--- src/rtl/load_store_unit.sv ---
// load_store_unit: per-thread LDR/STR engine with a valid/ready memory handshake.
// Ports:
//   clk, rst_n            clock, synchronous active-low reset
//   enable                thread active; low freezes all state
//   core_state            core phase (REQUEST=3'b011, UPDATE=3'b110)
//   decoded_mem_*_en      LDR / STR decode (read wins if both set)
//   rs, rt                address operand, store-data operand
//   mem_read_*            read request channel to the memory controller
//   mem_write_*           write request channel to the memory controller
//   lsu_state             IDLE=0, REQUESTING=1, WAITING=2, DONE=3
//   lsu_out               last loaded value
module load_store_unit #(
    parameter int ADDR_BITS = 8,
    parameter int DATA_BITS = 8
) (
    input  logic                 clk,
    input  logic                 rst_n,
    input  logic                 enable,
    input  logic [2:0]           core_state,
    input  logic                 decoded_mem_read_en,
    input  logic                 decoded_mem_write_en,
    input  logic [DATA_BITS-1:0] rs,
    input  logic [DATA_BITS-1:0] rt,
    output logic                 mem_read_valid,
    output logic [ADDR_BITS-1:0] mem_read_address,
    input  logic                 mem_read_ready,
    input  logic [DATA_BITS-1:0] mem_read_data,
    output logic                 mem_write_valid,
    output logic [ADDR_BITS-1:0] mem_write_address,
    output logic [DATA_BITS-1:0] mem_write_data,
    input  logic                 mem_write_ready,
    output logic [1:0]           lsu_state,
    output logic [DATA_BITS-1:0] lsu_out
);
    typedef enum logic [1:0] {IDLE, REQUESTING, WAITING, DONE} state_t;
    localparam logic [2:0] REQUEST = 3'b011;
    localparam logic [2:0] UPDATE  = 3'b110;
    state_t               state_q, state_d;
    logic                 rd_valid_q, rd_valid_d, wr_valid_q, wr_valid_d;
    logic [ADDR_BITS-1:0] rd_addr_q, rd_addr_d, wr_addr_q, wr_addr_d;
    logic [DATA_BITS-1:0] wr_data_q, wr_data_d, lsu_out_q, lsu_out_d;
    always_comb begin
        state_d    = state_q;
        rd_valid_d = rd_valid_q;
        wr_valid_d = wr_valid_q;
        rd_addr_d  = rd_addr_q;
        wr_addr_d  = wr_addr_q;
        wr_data_d  = wr_data_q;
        lsu_out_d  = lsu_out_q;
        if (enable) begin
            case (state_q)
                IDLE: begin
                    if (core_state == REQUEST && (decoded_mem_read_en || decoded_mem_write_en))
                        state_d = REQUESTING;
                end
                REQUESTING: begin
                    if (decoded_mem_read_en) begin
                        rd_valid_d = 1'b1;
                        rd_addr_d  = rs[ADDR_BITS-1:0];
                    end else if (decoded_mem_write_en) begin
                        wr_valid_d = 1'b1;
                        wr_addr_d  = rs[ADDR_BITS-1:0];
                        wr_data_d  = rt;
                    end
                    state_d = WAITING;
                end
                WAITING: begin
                    // The pending valid identifies the operation, so ready on the idle channel is ignored.
                    if (rd_valid_q && mem_read_ready) begin
                        rd_valid_d = 1'b0;
                        lsu_out_d  = mem_read_data;
                        state_d    = DONE;
                    end else if (wr_valid_q && mem_write_ready) begin
                        wr_valid_d = 1'b0;
                        state_d    = DONE;
                    end
                end
                DONE: state_d = core_state == UPDATE ? IDLE : DONE;
                default: state_d = IDLE;
            endcase
        end
    end
    always_ff @(posedge clk) begin
        if (!rst_n) begin
            state_q    <= IDLE;
            rd_valid_q <= 1'b0;
            wr_valid_q <= 1'b0;
            rd_addr_q  <= '0;
            wr_addr_q  <= '0;
            wr_data_q  <= '0;
            lsu_out_q  <= '0;
        end else begin
            state_q    <= state_d;
            rd_valid_q <= rd_valid_d;
            wr_valid_q <= wr_valid_d;
            rd_addr_q  <= rd_addr_d;
            wr_addr_q  <= wr_addr_d;
            wr_data_q  <= wr_data_d;
            lsu_out_q  <= lsu_out_d;
        end
    end
    assign lsu_state         = state_q;
    assign mem_read_valid    = rd_valid_q;
    assign mem_read_address  = rd_addr_q;
    assign mem_write_valid   = wr_valid_q;
    assign mem_write_address = wr_addr_q;
    assign mem_write_data    = wr_data_q;
    assign lsu_out           = lsu_out_q;
endmodule

--- config.mk ---
export PLATFORM = sky130hd
export DESIGN_NAME = load_store_unit
export DESIGN_NICKNAME = d
export VERILOG_FILES = /design/src/rtl/load_store_unit.sv
export SDC_FILE = /design/constraint.sdc
export NUM_CORES = 1
export LEC_CHECK = 0
export BUFFER_PORTS_ARGS = -buffer_cell sky130_fd_sc_hd__buf_2
export CAP_MARGIN = 20
export CELL_PAD_IN_SITES_DETAIL_PLACEMENT = 1
export CELL_PAD_IN_SITES_GLOBAL_PLACEMENT = 1
export CORE_AREA = 3 3 90 58
export DETAILED_ROUTE_END_ITERATION = 16
export DIE_AREA = 0 0 93 61
export GPL_TIMING_DRIVEN = 0
export PLACE_DENSITY = 0.88
export SYNTH_ARGS = -nofsm -noshare
export SYNTH_HDL_FRONTEND = slang
export SYNTH_SLANG_ARGS = --single-unit
--- constraint.sdc ---
create_clock -name clk -period 3.7 [get_ports clk]
set_clock_uncertainty 0.1 [all_clocks]
set_input_delay 0.925 -clock clk [delete_from_list [all_inputs] [get_ports clk]]
set_output_delay 0.925 -clock clk [all_outputs]
set_load 0.03 [all_outputs]
==> After elaboration in Yosys (flattened, before gate mapping) <==
Index checks and enable logic that the tools add are counted.
{ "word_totals": {"register_bits": 36, "in_bits": 34, "output_inout_bits": 36} }
{ "op_classes": {"n_eq_ne": 13, "mux": 13, "bitwise": 1, "reduce_logical": 12} }
{ "op_table": {"columns": ["cell", "count"], "rows": [
  ["2-bit != test, second input constant", 7],
  ["3-bit AND reduction", 3],
  ["2-bit two-way mux", 4],
  ["2-bit case mux with 4 select lines", 1],
  ["4-bit AND reduction", 2],
  ["1-bit two-way mux", 6],
  ["6-bit AND reduction", 1],
  ["2-bit equality test, second input constant", 2],
  ["1-bit case mux with 2 select lines", 2],
  ["3-bit by 2-bit equality test with 1-bit output, second input constant", 1],
  ["3-bit equality test, second input constant", 1],
  ["1-bit logical AND", 3],
  ["3-bit != test, second input constant", 1],
  ["2-bit by 1-bit equality test with 1-bit output, second input constant", 1],
  ["2-bit zero test", 1],
  ["2-bit nonzero test", 1],
  ["1-bit logical OR", 1],
  ["1-bit inverter", 1]
]} }

==> Longest topological paths before layout <==
Gate-level depths: netlist of the first run.
{ "logic_depth": {"depth_word": 4, "ltp_mapped": 8, "depth_no_buf": 6} }

==> Least setup slack after synthesis of the first run <==
No wires, ideal clock.
{ "synth_timing": {"path_type": "input to register", "from": "input port enable", "to": "register wr_addr_q[7] (netlist: mem_write_address[7])", "setup_time_ns": 0.116, "arrival_time_ns": 1.700, "required_time_ns": 3.484, "path_slack_ns": 1.783, "cell_stages": 7, "n_path_buf": 3, "path_cell_list": "buf_4 nand2_2 or2_1 buf_6 buf_6 nand2_1 a21boi_1"} }
{ "synth_via": {"elab_chain_cells": 1} }
{ "synth_rtl": {"columns": ["item", "line", "rtl"], "rows": [
  ["from (decl)", "18", "input logic enable,"],
  ["4-bit AND reduction (no source line)", null, null],
  ["to (signal assigned)", "97", "wr_addr_q <= wr_addr_d;"],
  ["to (decl)", "40", "logic [ADDR_BITS-1:0] rd_addr_q, rd_addr_d, wr_addr_q, wr_addr_d;"]
]} }
No other way between the ends.
A chain may end at the register's enable or synchronous reset.

==> Worst setup path after layout of the first run <==
{ "layout_timing": {"from": "register state_q[1] (netlist: lsu_state[1])", "to": "output port lsu_state[1]"} }
{ "layout_rtl": {"columns": ["item", "line", "rtl"], "rows": [
  ["from (decl)", "38", "state_t state_q, state_d;"],
  ["from (signal assigned)", "93", "state_q <= state_d;"],
  ["to (decl)", "32", "output logic [1:0] lsu_state,"]
]} }
No word-level cell between the ends.

==> flow_summary.json, run 1 <==
{
  "grt_max_degree": 11,
  "ir_drop_mv": 0.233,
  "synth-seq-cells": 36,
  "core_um2": 4470,
  "swShare": 0.231,
  "worst_slack_ns": 1.73,
  "final.period_utilization": 0.532,
  "power_frac_clock": 0.342,
  "drv_cap": 0,
  "post-cts-setup-buffers": 0,
  "ys.flop_type": "dfxtp_1",
  "die-width_um": 93,
  "tightest_slew_ns": 0.459,
  "ant_nets": 0,
  "drt_iter0_drc": 39,
  "hold_viol_final": 0,
  "yosysTopAreaCellShare": 0.466,
  "insertion_delay_ns": 0.28,
  "diodes": 0,
  "powerDensity_nw_per_um2": 349,
  "start_util": 0.346,
  "die-area_um2": 5670,
  "cts_resized": 0,
  "path_delay_family": "flip-flops",
  "clockBufferDepth": 2,
  "synth-async-reset-ratio": 0,
  "path_max_fanout": 6,
  "seqPwrFrac": 0.559,
  "outcome": "finished, final reports clean",
  "final-max-slew-violation-count": 0,
  "drive_gt1_frac": 0.323,
  "arrival_ns": 0.94,
  "synth.most_common_cell": "nand2_1",
  "max_stage_delay_ns": 0.43,
  "dr.pass1.iters": 4,
  "grt_setup_unrepaired": "false",
  "grt_first_pass_wirelength_mm": 6.67,
  "crit_path_end_kind": "output pin",
  "syn_avg_cell_area_um2": 8.50,
  "yosysSeqAreaShare": 0.466,
  "worstSetupPathType": "flip-flop to output pin",
  "cts_buffers": 5,
  "path_buf_inv": 1,
  "synth.net_count": 222,
  "yosys_warnings": 0,
  "cts_tree": "done",
  "synth_top_area_cell": "dfxtp_1",
  "drc_errors": 0,
  "port_buffers": 67,
  "first_global_vias": 1427,
  "via_count": 1474,
  "crit_chain": "buf_2",
  "vias_per_cell": 4.65,
  "yosysUniqueCellTypes": 27,
  "intPower_uw": 545,
  "ios": 70,
  "power_frac_comb": 0.099,
  "fp.dieH_um": 61,
  "p_leak_nw": 0.899,
  "fin_tns_setup_ns": 0,
  "max_freq_mhz": 508,
  "post_drt_wl_per_cell_um": 13.1,
  "place.gp.congestion": 0.684,
  "hpwl_mm": 3.27,
  "nFillCells": 602,
  "syn_area_um2": 1550,
  "grt_use_total": 0.154,
  "synthCells": 182,
  "hold_ws_ns": 0.349,
  "post-route-util": 0.454,
  "wirelength_mm": 4.14,
  "hold_path.class": "flip-flop to flip-flop",
  "synth_common_cells": "nand2_1, dfxtp_1, a21boi_0",
  "fin_nets": 296,
  "cts_root_buf": "clkbuf_8",
  "power_switching_uw": 164,
  "cts_hold_buffers": 0,
  "rows": 19,
  "cp_data_required_time_ns": 2.67,
  "finalCriticalPeriod_ns": 1.97,
  "grt_remaining_overflow": 0,
  "crit_slowest_cell": "dfxtp_1",
  "syn_to_final_growth_pct": 31.2,
  "place_worst_setup_slack_ns": 1.61,
  "path_clk_slew_ns": 0.07,
  "antenna_found_initial": 0,
  "synthTopCellsByArea": "dfxtp_1, nand2_1, a21boi_0",
  "setup_violations": 0,
  "total_power_uw": 709,
  "max_slew_margin": 0.694,
  "synth-edff-count": 0,
  "clock_sinks": 36,
  "cp-start-kind": "flip-flop",
  "htreeDepth": 2
}
-- cell families (layout without fill, tap and decap cells) --
kind of cell | count (synthesis) | after routing | synth area share
buffers and inverters | 12 | 84 | 0.0437
AOI/OAI and AO/OA | 41 | 41 | 0.200
DFF | 36 | 36 | 0.466
adders and majority gates | 6 | 6 | 0.0485
and+or+nand+nor | 87 | 87 | 0.243
-- power by group through the flow --
stage          clock [mW]  combinational, mW  sequential (mW)
6_report            0.242             0.0701            0.396
5_1_grt             0.272             0.0785            0.397
4_1_cts             0.254             0.0714            0.396
3_5_place_dp            0             0.0710            0.405
3_3_place_gp            0             0.0700            0.405
2_1_floorplan           0             0.0287            0.414
-- sequential cells by signal, summed over array words and instances, names as in the netlist --
name / count
mem_read_address: 8
mem_write_valid: 1
mem_read_valid: 1
lsu_state: 2
mem_write_data: 8
mem_write_address: 8
lsu_out: 8
-- final timing paths --
kind,start,slack (ns),depth (start not counted),endpoint
worst max-delay path,lsu_state[1],1.73,1,lsu_state[1]
worst min-delay path,mem_write_address[4],0.35,2,mem_write_address[4]
worst min register to register,mem_write_address[4],0.35,2,mem_write_address[4]
worst max register to register,lsu_state[0],1.84,6,mem_write_valid
-- per-layer routing --
metal | vias to the layer above | track usage | wire [µm]
li1 | 737 | - | -
met1 | 681 | 0.201 | 2010
met2 | 49 | 0.242 | 1800
met3 | 7 | 0.0533 | 288
met4 | 0 | 0.0501 | 45
met5 | - | 0 | 0
-- layout make-up --
class                      instances  area (µm²)  area share
tap                               63        78.8      0.0388
multi-input combinational        134         759       0.374
inverter                           2        7.51     0.00370
buffer                            10        60.1      0.0296
sequential                        36         721       0.355
clock buffer                       5        68.8      0.0339
timing repair buffer              67         335       0.165
-- through the flow --
| step | std cells | instance area (µm²) |
|---|---|---|
| 2_1_floorplan | 182 | 1550 |
| 3_3_place_gp | 312 | 1960 |
| 3_5_place_dp | 312 | 1960 |
| 4_1_cts | 317 | 2030 |
| 5_1_grt | 317 | 2030 |
| 6_report | 317 | 2030 |
-- placed cells by master (no fill, tap or decap), types with 4 or more instances in the layout --
master	count
a21boi_0	20
a21boi_1	12
and3_1	4
buf_2	70
clkbuf_1	4
clkbuf_8	5
dfxtp_1	36
ha_1	6
nand2_1	70
Power figures use the tool's default switching activity.
==> run 2, diff against run 1 <==
==> config.mk (replaced) <==
export PLATFORM = sky130hd
export DESIGN_NAME = load_store_unit
export DESIGN_NICKNAME = d
export VERILOG_FILES = /design/src/rtl/load_store_unit.sv
export SDC_FILE = /design/constraint.sdc
export NUM_CORES = 1
export LEC_CHECK = 0
export ABC_AREA = 1
export BUFFER_PORTS_ARGS = -buffer_cell sky130_fd_sc_hd__buf_2
export CAP_MARGIN = 20
export CELL_PAD_IN_SITES_DETAIL_PLACEMENT = 1
export CELL_PAD_IN_SITES_GLOBAL_PLACEMENT = 1
export CORE_AREA = 3 3 98 63
export DETAILED_ROUTE_END_ITERATION = 16
export DIE_AREA = 0 0 101 66
export GPL_TIMING_DRIVEN = 0
export PLACE_DENSITY = 0.79
export SYNTH_ARGS = -nofsm -noshare
export SYNTH_HDL_FRONTEND = slang
export SYNTH_SLANG_ARGS = --single-unit
==> constraint.sdc (replaced) <==
create_clock -name clk -period 1.6 [get_ports clk]
set_clock_uncertainty 0.1 [all_clocks]
set_input_delay 0.4 -clock clk [delete_from_list [all_inputs] [get_ports clk]]
set_output_delay 0.4 -clock clk [all_outputs]
set_load 0.03 [all_outputs]
==> run 2 against run 1 <==
Effect of this change:
- non-clock buffer count grew 1
- global-route usage shrank 0.82 points
- critical path depth grew 7
- sequential power grew 130%
- sequential cell count is the same
- via count grew 5.8%
- clock power grew to 3.2 times the previous value
- register-to-register slack lost 1.8 ns
- wire length grew 12%
- critical path type is now flip-flop to flip-flop
- highest routed layer unchanged
==> flow_summary.json, run 2 <==
{
  "fin_nets": 316,
  "setup_violations": 0,
  "post_drt_wl_per_cell_um": 13.5,
  "powerDensity_nw_per_um2": 905,
  "total_power_mw": 1.91,
  "hold_ws_ns": 0.250,
  "grt_first_pass_wirelength_mm": 7.46,
  "synth.net_count": 237,
  "synth_top_area_cell": "dfxtp_1",
  "grt_max_degree": 12,
  "antenna_found_initial": 0,
  "grt.busiest_layer": "met2",
  "drt_iter0_drc": 22,
  "ios": 70,
  "cp_data_required_time_ns": 1.67,
  "synth_common_cells": "nor2_1, dfxtp_1, o21ai_0",
  "die-width_um": 101,
  "hpwl_mm": 3.63,
  "drc_errors": 0,
  "via_count": 1560,
  "cts_root_buf": "clkbuf_8",
  "worstSetupPathType": "flip-flop to flip-flop",
  "first_global_vias": 1545,
  "arrival_ns": 1.59,
  "syn_avg_cell_area_um2": 7.51,
  "p_leak_nw": 0.982,
  "diodes": 0,
  "grt_util_met1": 0.195,
  "final-max-slew-violation-count": 0,
  "grt_use_total": 0.145,
  "grt_remaining_overflow": 0,
  "final_area_um2": 2110,
  "fin_tns_setup_ns": 0,
  "drv_cap": 0,
  "yosysSeqAreaShare": 0.487,
  "mostFrequentLayoutCells": "buf_2, nor2_1, dfxtp_1",
  "clockBufferDepth": 2,
  "synth.most_common_cell": "nor2_1",
  "die-area_um2": 6670,
  "grtUsageMet3": 0.0537,
  "syn_to_final_growth_pct": 42.6,
  "rows": 21,
  "tightest_slew_ns": 0.527,
  "placed_area_um2": 1910,
  "hold_path.class": "input pin to flip-flop",
  "ys.flop_type": "dfxtp_1",
  "cp-start-kind": "flip-flop",
  "nFillCells": 697,
  "port_buffers": 68,
  "insertion_delay_ns": 0.28,
  "max_slew_margin": 0.648,
  "cts_tree": "done",
  "synth-edff-count": 0,
  "grtUsageMet2": 0.224,
  "synth-seq-cells": 36,
  "ant_nets": 0,
  "finalCriticalPeriod_ns": 1.52,
  "outcome": "finished, final reports clean",
  "dr.pass1.iters": 4,
  "clock_sinks": 36,
  "crit_path_end_kind": "flip-flop",
  "hold_viol_final": 0,
  "synth-async-reset-ratio": 0,
  "syn_area_um2": 1480,
  "final.period_utilization": 0.947,
  "htreeDepth": 2,
  "synthTopCellsByArea": "dfxtp_1, nor2_1, o21ai_0",
  "yosys_warnings": 0,
  "yosysUniqueCellTypes": 20,
  "drive_gt1_frac": 0.347,
  "cts_buffers": 5,
  "max_freq_mhz": 660,
  "path_clk_slew_ns": 0.07,
  "core_um2": 5410,
  "yosysTopAreaCellShare": 0.487,
  "path_max_fanout": 6,
  "post-route-util": 0.390,
  "fp.dieH_um": 66,
  "final_common_cell": "buf_2",
  "start_util": 0.273,
  "wirelength_mm": 4.65,
  "place.gp.congestion": 0.808,
  "ir_drop_mv": 0.287,
  "vias_per_cell": 4.51,
  "synthCells": 197
}
## run 2: per-layer routing
metal	vias to the layer above	routed length (µm)
met2	41	2110
met1	727	2250
met5	-	0
met3	2	280
li1	790	-
met4	0	15
## run 2: timing repair
| action | CTS | global route |
|---|---|---|
| pin swaps | 2 | 1 |
| setup endpoints to repair | 30 | 18 |
| buffers inserted | 2 | 2 |
| hold buffers | 0 | 0 |
| gates resized for setup | 11 | 21 |
## run 2: where the power goes
part / switching (mW) / leakage (nW) / internal [mW] / total, mW
clock network: 0.318 / 0.0552 / 0.462 / 0.780
registers: 0.0140 / 0.292 / 0.909 / 0.923
logic: 0.128 / 0.635 / 0.0776 / 0.206
total: 0.460 / 0.982 / 1.45 / 1.91
## run 2: layout make-up
cell class / count / area [µm²] / share of cell area
well taps: 69 / 86.3 / 0.0409
repair buffers: 72 / 370 / 0.176
inverters: 13 / 57.6 / 0.0273
multi-input cells: 142 / 712 / 0.338
clock inverters: 2 / 35.0 / 0.0166
flip-flops and latches: 36 / 728 / 0.345
clock buffers: 6 / 72.6 / 0.0344
plain buffers: 6 / 46.3 / 0.0220
## run 2: path summary, 6_finish.rpt
kind,start,endpoint,slack (ns),depth (start not counted)
setup reg to reg,lsu_state[1],mem_write_data[4],0.08,8
hold reg to reg,mem_read_address[3],mem_read_address[3],0.37,2
setup / recovery,lsu_state[1],mem_write_data[4],0.08,8
hold / removal,rt[6],mem_write_data[6],0.25,3
## run 2: kinds of logic after synthesis
logic type                 share of synthesized area
adders and majority gates                     0.0508
and+or+nand+nor                                0.272
DFF                                            0.487
AOI/OAI and AO/OA                              0.134
buffers and inverters                         0.0567
## run 2: worst max-delay path, cell delays in order, from the launching register on
cell     delay [ns]
dfxtp_4        0.38
inv_4          0.08
ha_4           0.13
inv_1          0.07
nor2_4         0.11
nand3_4        0.12
buf_4          0.19
o21ai_0        0.17
nor2_1         0.06
## run 2: metrics by stage
step,setup WS [ns],instances
2_1_floorplan,0.0209,197
3_3_place_gp,-0.186,334
3_5_place_dp,-0.236,334
4_1_cts,0.00525,344
5_1_grt,-0.0173,346
6_report,0.0843,346
